`src/rtl/instruction_fetch_unit_pkg.sv`:
```
// Shared constants and the fetch state encoding for the instruction fetch unit.
package instruction_fetch_unit_pkg;

  typedef enum logic [1:0] {
    ST_IDLE = 2'd0,
    ST_RUN  = 2'd1,
    ST_HALT = 2'd2
  } fetch_state_e;

  localparam logic [31:0] DEFAULT_HALT_WORD = 32'hFFFF_FFFF;
  localparam logic [31:0] NOP_WORD          = 32'h0000_0000;
  localparam logic [31:0] PC_INC            = 32'd4;

endpackage

```
`src/rtl/instruction_fetch_unit_if.sv`:
```
// Instruction-memory, redirect/stall and IF/ID signals for the fetch stage.
interface instruction_fetch_unit_if #(
  parameter int ADDR_W = 6,
  parameter int CNT_W  = 16
);
  logic [ADDR_W-1:0] instruction_address;
  logic [31:0]       instruction;
  logic              redirect_valid;
  logic [31:0]       redirect_pc;
  logic              stall;
  logic              if_id_valid;
  logic [31:0]       if_id_instruction;
  logic [31:0]       if_id_pc_plus4;
  logic              halted;
  logic [CNT_W-1:0]  fetch_count;

  modport master (
    output instruction_address,
    input  instruction,
    input  redirect_valid,
    input  redirect_pc,
    input  stall,
    output if_id_valid,
    output if_id_instruction,
    output if_id_pc_plus4,
    output halted,
    output fetch_count
  );

  modport slave (
    input  instruction_address,
    output instruction,
    output redirect_valid,
    output redirect_pc,
    output stall,
    input  if_id_valid,
    input  if_id_instruction,
    input  if_id_pc_plus4,
    input  halted,
    input  fetch_count
  );
endinterface

```
`src/rtl/instruction_fetch_unit_if_id_register.sv`:
```
// IF/ID pipeline register: flush beats load, load beats bubble, otherwise hold.
module instruction_fetch_unit_if_id_register
  import instruction_fetch_unit_pkg::*;
(
  input  logic        clk,
  input  logic        rst_n,
  input  logic        flush,
  input  logic        load,
  input  logic        bubble,
  input  logic [31:0] instruction_in,
  input  logic [31:0] pc_plus4_in,
  output logic        valid,
  output logic [31:0] instruction,
  output logic [31:0] pc_plus4
);

  // Capture, flush to NOP, or drop valid; everything else holds (stall).
  always_ff @(posedge clk or negedge rst_n) begin
    if (!rst_n) begin
      valid       <= 1'b0;
      instruction <= NOP_WORD;
      pc_plus4    <= 32'd0;
    end else if (flush) begin
      valid       <= 1'b0;
      instruction <= NOP_WORD;
    end else if (load) begin
      valid       <= 1'b1;
      instruction <= instruction_in;
      pc_plus4    <= pc_plus4_in;
    end else if (bubble) begin
      valid       <= 1'b0;
    end
  end

endmodule

```
`src/rtl/instruction_fetch_unit.sv`:
```
// Fetch stage: owns the PC, drives the instruction memory address and fills IF/ID.
//
// state | meaning
// IDLE  | first cycle after reset, address settles, nothing latched
// RUN   | fetching one word per non-stalled cycle
// HALT  | halt word seen, PC frozen, bubbles into decode until redirect
module instruction_fetch_unit
  import instruction_fetch_unit_pkg::*;
#(
  parameter int          ADDR_W    = 6,
  parameter logic [31:0] RESET_PC  = 32'h0000_0000,
  parameter logic [31:0] HALT_WORD = DEFAULT_HALT_WORD,
  parameter int          CNT_W     = 16
) (
  input logic clk,
  input logic rst_n,
  instruction_fetch_unit_if.master bus
);

  localparam logic [1:0]  IDLE = 2'(ST_IDLE);
  localparam logic [1:0]  RUN  = 2'(ST_RUN);
  localparam logic [1:0]  HALT = 2'(ST_HALT);
  localparam logic [31:0] RESET_PC_ALIGNED = {RESET_PC[31:2], 2'b00};
  localparam logic [CNT_W-1:0] CNT_MAX = {CNT_W{1'b1}};
  localparam logic [CNT_W-1:0] CNT_ONE = {{(CNT_W-1){1'b0}}, 1'b1};

  logic [1:0]       state;
  logic [31:0]      pc;
  logic [31:0]      pc_plus4;
  logic             halted;
  logic [CNT_W-1:0] fetch_count;
  logic             redirect;
  logic             load;
  logic             bubble;
  logic             is_halt;
  logic             unused_redirect_bits;

  assign redirect = bus.redirect_valid;
  assign pc_plus4 = pc + PC_INC;
  assign is_halt  = (bus.instruction == HALT_WORD);
  assign load     = (state == RUN) && !redirect && !bus.stall;
  assign bubble   = (state == HALT) && !redirect && !bus.stall;

  // Low byte-offset bits of the redirect target are dropped on purpose.
  assign unused_redirect_bits = &bus.redirect_pc[1:0];

  assign bus.instruction_address = pc[ADDR_W+1:2];
  assign bus.halted              = halted;
  assign bus.fetch_count         = fetch_count;

  // PC, state and halt flag; a redirect overrides stall and halt in every state.
  always_ff @(posedge clk or negedge rst_n) begin
    if (!rst_n) begin
      state  <= IDLE;
      pc     <= RESET_PC_ALIGNED;
      halted <= 1'b0;
    end else if (redirect) begin
      state  <= RUN;
      pc     <= {bus.redirect_pc[31:2], 2'b00};
      halted <= 1'b0;
    end else begin
      case (state)
        IDLE: state <= RUN;
        RUN: begin
          if (!bus.stall) begin
            if (is_halt) begin
              state  <= HALT;
              halted <= 1'b1;
            end else begin
              pc <= pc_plus4;
            end
          end
        end
        HALT: state <= HALT;
        default: state <= IDLE;
      endcase
    end
  end

  // Retired-fetch counter, saturating so long runs never look like a reset.
  always_ff @(posedge clk or negedge rst_n) begin
    if (!rst_n) begin
      fetch_count <= '0;
    end else if (load && (fetch_count != CNT_MAX)) begin
      fetch_count <= fetch_count + CNT_ONE;
    end
  end

  instruction_fetch_unit_if_id_register u_if_id (
    .clk            (clk),
    .rst_n          (rst_n),
    .flush          (redirect),
    .load           (load),
    .bubble         (bubble),
    .instruction_in (bus.instruction),
    .pc_plus4_in    (pc_plus4),
    .valid          (bus.if_id_valid),
    .instruction    (bus.if_id_instruction),
    .pc_plus4       (bus.if_id_pc_plus4)
  );

endmodule

```
`src/flat_wrapper.sv`:
```
// flat-port wrapper written by rule: the top's interface ports become plain ports
module instruction_fetch_unit_flat import instruction_fetch_unit_pkg::*;
#(
  parameter int          ADDR_W    = 6,
  parameter logic [31:0] RESET_PC  = 32'h0000_0000,
  parameter logic [31:0] HALT_WORD = DEFAULT_HALT_WORD,
  parameter int          CNT_W     = 16
)
  (clk, rst_n, bus_instruction_address, bus_instruction, bus_redirect_valid, bus_redirect_pc, bus_stall, bus_if_id_valid, bus_if_id_instruction, bus_if_id_pc_plus4, bus_halted, bus_fetch_count);
  instruction_fetch_unit_if #(.ADDR_W(ADDR_W), .CNT_W(CNT_W)) bus_i ();
  input logic clk;
  input logic rst_n;
  output wire logic [$bits(bus_i.instruction_address)-1:0] bus_instruction_address;
  input wire logic [$bits(bus_i.instruction)-1:0] bus_instruction;
  input wire logic [$bits(bus_i.redirect_valid)-1:0] bus_redirect_valid;
  input wire logic [$bits(bus_i.redirect_pc)-1:0] bus_redirect_pc;
  input wire logic [$bits(bus_i.stall)-1:0] bus_stall;
  output wire logic [$bits(bus_i.if_id_valid)-1:0] bus_if_id_valid;
  output wire logic [$bits(bus_i.if_id_instruction)-1:0] bus_if_id_instruction;
  output wire logic [$bits(bus_i.if_id_pc_plus4)-1:0] bus_if_id_pc_plus4;
  output wire logic [$bits(bus_i.halted)-1:0] bus_halted;
  output wire logic [$bits(bus_i.fetch_count)-1:0] bus_fetch_count;
  assign bus_instruction_address = bus_i.instruction_address;
  assign bus_i.instruction = bus_instruction;
  assign bus_i.redirect_valid = bus_redirect_valid;
  assign bus_i.redirect_pc = bus_redirect_pc;
  assign bus_i.stall = bus_stall;
  assign bus_if_id_valid = bus_i.if_id_valid;
  assign bus_if_id_instruction = bus_i.if_id_instruction;
  assign bus_if_id_pc_plus4 = bus_i.if_id_pc_plus4;
  assign bus_halted = bus_i.halted;
  assign bus_fetch_count = bus_i.fetch_count;
  instruction_fetch_unit #(.ADDR_W(ADDR_W), .RESET_PC(RESET_PC), .HALT_WORD(HALT_WORD), .CNT_W(CNT_W)) u_core (.clk(clk), .rst_n(rst_n), .bus(bus_i));
endmodule
```
`config.mk`:
```
export PLATFORM = sky130hd
export DESIGN_NAME = instruction_fetch_unit_flat
export DESIGN_NICKNAME = d
export VERILOG_FILES = /design/src/rtl/instruction_fetch_unit_pkg.sv /design/src/rtl/instruction_fetch_unit_if.sv /design/src/rtl/instruction_fetch_unit_if_id_register.sv /design/src/rtl/instruction_fetch_unit.sv /design/src/flat_wrapper.sv
export SDC_FILE = /design/constraint.sdc
export NUM_CORES = 1
export LEC_CHECK = 0
export ABC_AREA = 0
export CAP_MARGIN = 20
export CORE_MARGIN = 8
export CORE_UTILIZATION = 60
export CTS_BUF_LIST = sky130_fd_sc_hd__clkbuf_8
export CTS_CLUSTER_DIAMETER = 50
export DETAILED_ROUTE_END_ITERATION = 6
export DONT_BUFFER_PORTS = 1
export HOLD_SLACK_MARGIN = 0.08
export PLACE_DENSITY = 0.76
export SYNTH_ARGS = -nofsm -noshare
export SYNTH_HDL_FRONTEND = slang
export SYNTH_SLANG_ARGS = --single-unit
```
`constraint.sdc`:
```
create_clock -name clk -period 3.25 [get_ports clk]
set_input_delay 0.65 -clock clk [delete_from_list [all_inputs] [get_ports clk]]
set_output_delay 0.65 -clock clk [all_outputs]
set_load 0.01 [all_outputs]
```
# ---- Yosys cells after proc, flatten, opt, wreduce, memory -nomap -nowiden
# Index checks and enable logic that the tools add are counted.
# Widths: inputs -> output; s select.
dict set report op_classes {
  addsub 2
  eq_ne 8
  muxes 17
  bitwise_logic 1
  n_reduce_logical 16
}
# cell count
set ops {}
lappend ops {{$mux 32} 6}
lappend ops {{$add 32x3->32 const B} 1}
lappend ops {{$eq 32x32->1 const B} 1}
lappend ops {{$add 16x1->16 const B} 1}
lappend ops {{$ne 16x16->1 const B} 1}
lappend ops {{$mux 1} 7}
lappend ops {{$mux 2} 3}
lappend ops {{$pmux 2 s3} 1}
lappend ops {{$reduce_and 3->1} 2}
lappend ops {{$reduce_bool 2->1} 3}
lappend ops {{$logic_and 1x1->1} 5}
lappend ops {{$ne 2x2->1 const B} 2}
lappend ops {{$reduce_and 2->1} 2}
lappend ops {{$ne 3x2->1 const B} 1}
lappend ops {{$ne 3x3->1 const B} 1}
lappend ops {{$reduce_bool 3->1} 1}
lappend ops {{$eq 2x1->1 const B} 1}
lappend ops {{$eq 2x2->1 const B} 1}
lappend ops {{$logic_not 1->1} 2}
lappend ops {{$logic_not 2->1} 1}
lappend ops {{$not 1->1} 1}
dict set report word_totals {
  regBits 116
  input_bits 68
  out_inout_bits 88
  word_cells 51
}

# ---- Logic depth before layout (Yosys ltp)
dict set report depth {
  word_depth 6
  mapped_depth 9
}

# ---- By module
# From an unflattened synthesis, not the netlist that was laid out.
dict set report hier_totals {
  cells_unflattened 527
  hier_area_um2 6000.8
}
# mod n_inst cells_each area_per_inst_um2 seq_area_each_um2
set by_module_without_submodules {}
lappend by_module_without_submodules {instruction_fetch_unit 1 350 3344.5 1226.2}
lappend by_module_without_submodules {instruction_fetch_unit_if_id_register 1 177 2656.3 1626.6}

# ---- Least setup slack after synthesis
# No wires, ideal clock.
dict set report synth_path {
  path_type {input port to flip-flop}
  start {input bus_redirect_valid}
  end {register u_core.fetch_count[12] (netlist: u_core.bus.fetch_count[12])}
  arrival_ns 1.980
  required_time_ns 3.123
  setup_slack_ns 1.144
  path_stages 6
  n_path_buf 1
  path_cell_list {clkbuf_1 -> nor3b_2 -> nand2_1 -> a31oi_1 -> nand3_1 -> xnor2_1}
}
dict set report synth_via {
  elab_chain_cells 4
}
# item line_no
set synth_rtl {}
lappend synth_rtl {{start, declared} flat_wrapper.sv:15} ;# input wire logic [$bits(bus_i.redirect_valid)-1:0] bus_redirect_valid;
lappend synth_rtl {{$logic_not 1->1} instruction_fetch_unit.sv:41} ;# assign load = (state == RUN) && !redirect && !bus.stall;
lappend synth_rtl {{$logic_and 1x1->1 (2 in a row)} instruction_fetch_unit.sv:41}
lappend synth_rtl {{$logic_and 1x1->1} instruction_fetch_unit.sv:84} ;# end else if (load && (fetch_count != CNT_MAX)) begin
lappend synth_rtl {{end signal, assigned} instruction_fetch_unit.sv:85} ;# fetch_count <= fetch_count + CNT_ONE;
lappend synth_rtl {{end, declared} instruction_fetch_unit.sv:31} ;# logic [CNT_W-1:0] fetch_count;
# Every way passes these cells.
# A chain may end at the register's enable or synchronous reset.

# ---- Worst setup path in the final report
dict set report layout_path {
  start {register u_core.pc[2]}
  end {register u_core.pc[20]}
}
dict set report layout_via {
  elab_chain_cells 5
}
# item line_no
set layout_rtl {}
lappend layout_rtl {{start, declared} instruction_fetch_unit.sv:28} ;# logic [31:0] pc;
lappend layout_rtl {{start signal, assigned} instruction_fetch_unit.sv:59} ;# pc <= {bus.redirect_pc[31:2], 2'b00};
lappend layout_rtl {{start signal, assigned} instruction_fetch_unit.sv:70} ;# pc <= pc_plus4;
lappend layout_rtl {{$add 32x3->32} instruction_fetch_unit.sv:39} ;# assign pc_plus4 = pc + PC_INC;
lappend layout_rtl {{$mux 32} instruction_fetch_unit.sv:66} ;# if (is_halt) begin
lappend layout_rtl {{$mux 32} instruction_fetch_unit.sv:65} ;# if (!bus.stall) begin
lappend layout_rtl {{$mux 32} instruction_fetch_unit.sv:62} ;# case (state)
lappend layout_rtl {{$mux 32} instruction_fetch_unit.sv:57} ;# end else if (redirect) begin
# Every way passes these cells. The select of a mux whose other input is x is not followed.

==> metrics.yaml <==
synthesis:
  synthDistinctLibCells: 57
  ys.flop_type: "dfrtp_1"
  synth_seq_cells: 112
  syn_avg_cell_area_um2: 9.29
  synth_edf_count: 0
  yosysSeqAreaShare: 0.488
  synthArstFlopShare: 1.00
  syn_area_mm2: 0.00575
  synth_area_leaders: "dfrtp_1 49%, nand2_1 9.1%, xnor2_1 7.2%"
  synth_warnings: 0
  yosysTopAreaCell: "dfrtp_1"
  yosysTopAreaCellShare: 0.488
  syn_inst: 619
timing:
  worstMarginPinSlew_ns: 0.598
  rsz0062_at_grt: "no"
  max_freq_mhz: 395
  period_share: 0.779
  hold_viol_final: 0
  tns_ns: 0
  hold_slack_ns: 0.168
  slew_headroom: 0.600
  period_minus_slack_ns: 2.53
  finClkSkew_ns: 0.0186
  setup_viol: 0
  drv_slew: 0
routing:
  drt-total-wl_um: 13600
  initialDrtViolationCount: 368
  dr.pass1.iters: 5
  via_per_inst: 5.95
  drc: 0
  dr_total_vias: 4328
  wl_per_cell_um: 18.7
  ant_nets: 0
die:
  die_area_mm2: 0.0130
  io_pins: 156
  row_count: 35
  die_h_um: 114
  coreArea_mm2: 0.00928
  die_w_um: 114
  start_util: 0.619
clock_tree:
  clockBufferDepth: 2
  cts_tree: "built"
  numClockSinks: 112
  htreeDepth: 3
  clk_latency_ns: 0.38
  root_buffer: "clkbuf_8"
  cts_buffers: 9
  clk_pin_slew_worst_paths_ns: 0.13
  cts_resized: 0
final_layout:
  final_common_cell: "nand2_1"
  final_cell_mix: "138 x nand2_1, 112 x dfrtp_1, 47 x xnor2_1, 44 x o21ai_0, 39 x a21oi_1"
  syn2layout_area_growth_pct: 4.48
  drive_gt1_frac: 0.0818
  num_antenna_cells: 0
  design_area_mm2: 0.00601
  nNetsFinal: 667
global_routing:
  antenna_found_initial: 0
  grt_pass1_wl_um: 22400
  grt_use_total: 0.213
  grt_pass1_vias: 4468
  grt.overflow.total: 0
  grt_max_degree: 113
placed_design:
  place_area_mm2: 0.00577
  place_hpwl_um: 9850
  globalplace.congestion: 0.918
  port-buffer-count: 0
job:
  drv_cap: 0
setup_path:
  critical_path_class: "reg -> reg"
  required_ns: 3.52
  rrSetupSlack_ns: 0.72
  r2r-start: "u_core.pc[2]"
  critPathMaxFanout: 12
  arrival_ns: 2.80
  critPathCaptureType: "flop"
  r2r-end: "u_core.pc[20]"
  worstSetupStartpointType: "flop"
  ff2ff_path_depth: 7
pwr:
  power_density_mw_per_mm2: 645
  leakage_uw: 0.00240
  ir_drop_v: 0.000317
status:
  run_status: "finished clean"
worst_hold_path:
  hold_path.class: "in -> async"
[repair_timing]
item                                   in CTS  in global routing
setup buffers                               0                  0
endpoints found under the hold margin     112                  0
hold buffers                                1                  0
[Yosys cell counts, types with 4 or more instances]
master / instances
nand2_1: 139
dfrtp_1: 112
xnor2_1: 47
o21ai_0: 44
a21oi_1: 39
clkbuf_1: 26
nand4_1: 21
nand3_1: 16
nor2_1: 16
nor2b_1: 13
xor2_1: 13
a211oi_1: 9
buf_4: 9
inv_1: 9
mux2i_1: 7
nor3_1: 7
nor4_1: 7
and3_1: 6
a22oi_1: 5
and4_1: 5
ha_1: 5
a2111oi_0: 4
a31oi_1: 4
buf_1: 4
buf_2: 4
nand2b_1: 4
[per-stage QoR]
| step | util | setup slack (ns) | total power (µW) | instances |
|---|---|---|---|---|
| floorplan | - | 1.14 | 2800 | 620 |
| global placement | 0.621 | 0.818 | 2980 | 711 |
| detailed placement | 0.621 | 0.801 | 3050 | 711 |
| CTS | 0.647 | 0.744 | 3910 | 728 |
| global route | 0.647 | 0.604 | 4130 | 728 |
| finish | 0.647 | 0.719 | 3870 | 728 |
[area by class of cell]
| cell class | instances | area (µm²) |
|---|---|---|
| clock buffer | 9 | 124 |
| clock inverter | 7 | 85.1 |
| fill | 768 | 3280 |
| inverter | 9 | 33.8 |
| multi-input combinational | 453 | 2710 |
| sequential | 112 | 2800 |
| tap | 129 | 161 |
| timing repair buffer | 9 | 87.6 |
[layer usage]
layer	wire, µm	track usage
met1	5480	0.263
met2	6400	0.336
met3	1550	0.0845
met4	184	0.0639
met5	0	0
[logic make-up (layout without fill, tap and decap cells)]
| logic type | count (synthesis) | after routing | share of synthesized area |
|---|---|---|---|
| fa+ha+maj | 5 | 5 | 0.0109 |
| compound gates | 119 | 119 | 0.128 |
| flops | 112 | 112 | 0.488 |
| xor+xnor | 60 | 60 | 0.0914 |
| other cells | 1 | 2 | 0.000652 |
| buf+inv | 55 | 34 | 0.0448 |
| mux | 8 | 8 | 0.0141 |
| simple gates | 259 | 259 | 0.222 |
[critical path, stage by stage, from the launching register on]
cell and delay, ns:
dfrtp_1 0.54, ha_1 0.29, and3_1 0.31, nand3_1 0.10
buf_4 0.20, a2111oi_4 0.59, nor3b_1 0.10, a221o_1 0.28
[sequential cells by signal, summed over array words and instances (netlist names)]
name / count
u_core.bus.fetch_count: 16
u_core.state: 2
u_core.bus.halted: 1
u_core.u_if_id.pc_plus4: 30
u_core.u_if_id.instruction: 32
u_core.u_if_id.valid: 1
u_core.pc: 30
[power by group]
part	internal [µW]	total [µW]	switching, µW	leakage [µW]
logic	331	817	486	0.000875
registers	1730	2210	482	0.00142
clock network	310	844	533	0.000100
[worst max path at each step]
stage	cells after the start	slack [ns]	end	from
after global placement	7	0.82	u_core.pc[20]	u_core.pc[2]
after CTS	7	0.74	u_core.pc[20]	u_core.pc[2]
final	7	0.72	u_core.pc[20]	u_core.pc[2]
after floorplan	6	1.14	u_core.bus.fetch_count[12]	bus_redirect_valid
after detailed placement	7	0.80	u_core.pc[20]	u_core.pc[2]
after global routing	7	0.60	u_core.pc[20]	u_core.pc[2]
Power figures use the tool's default switching activity.
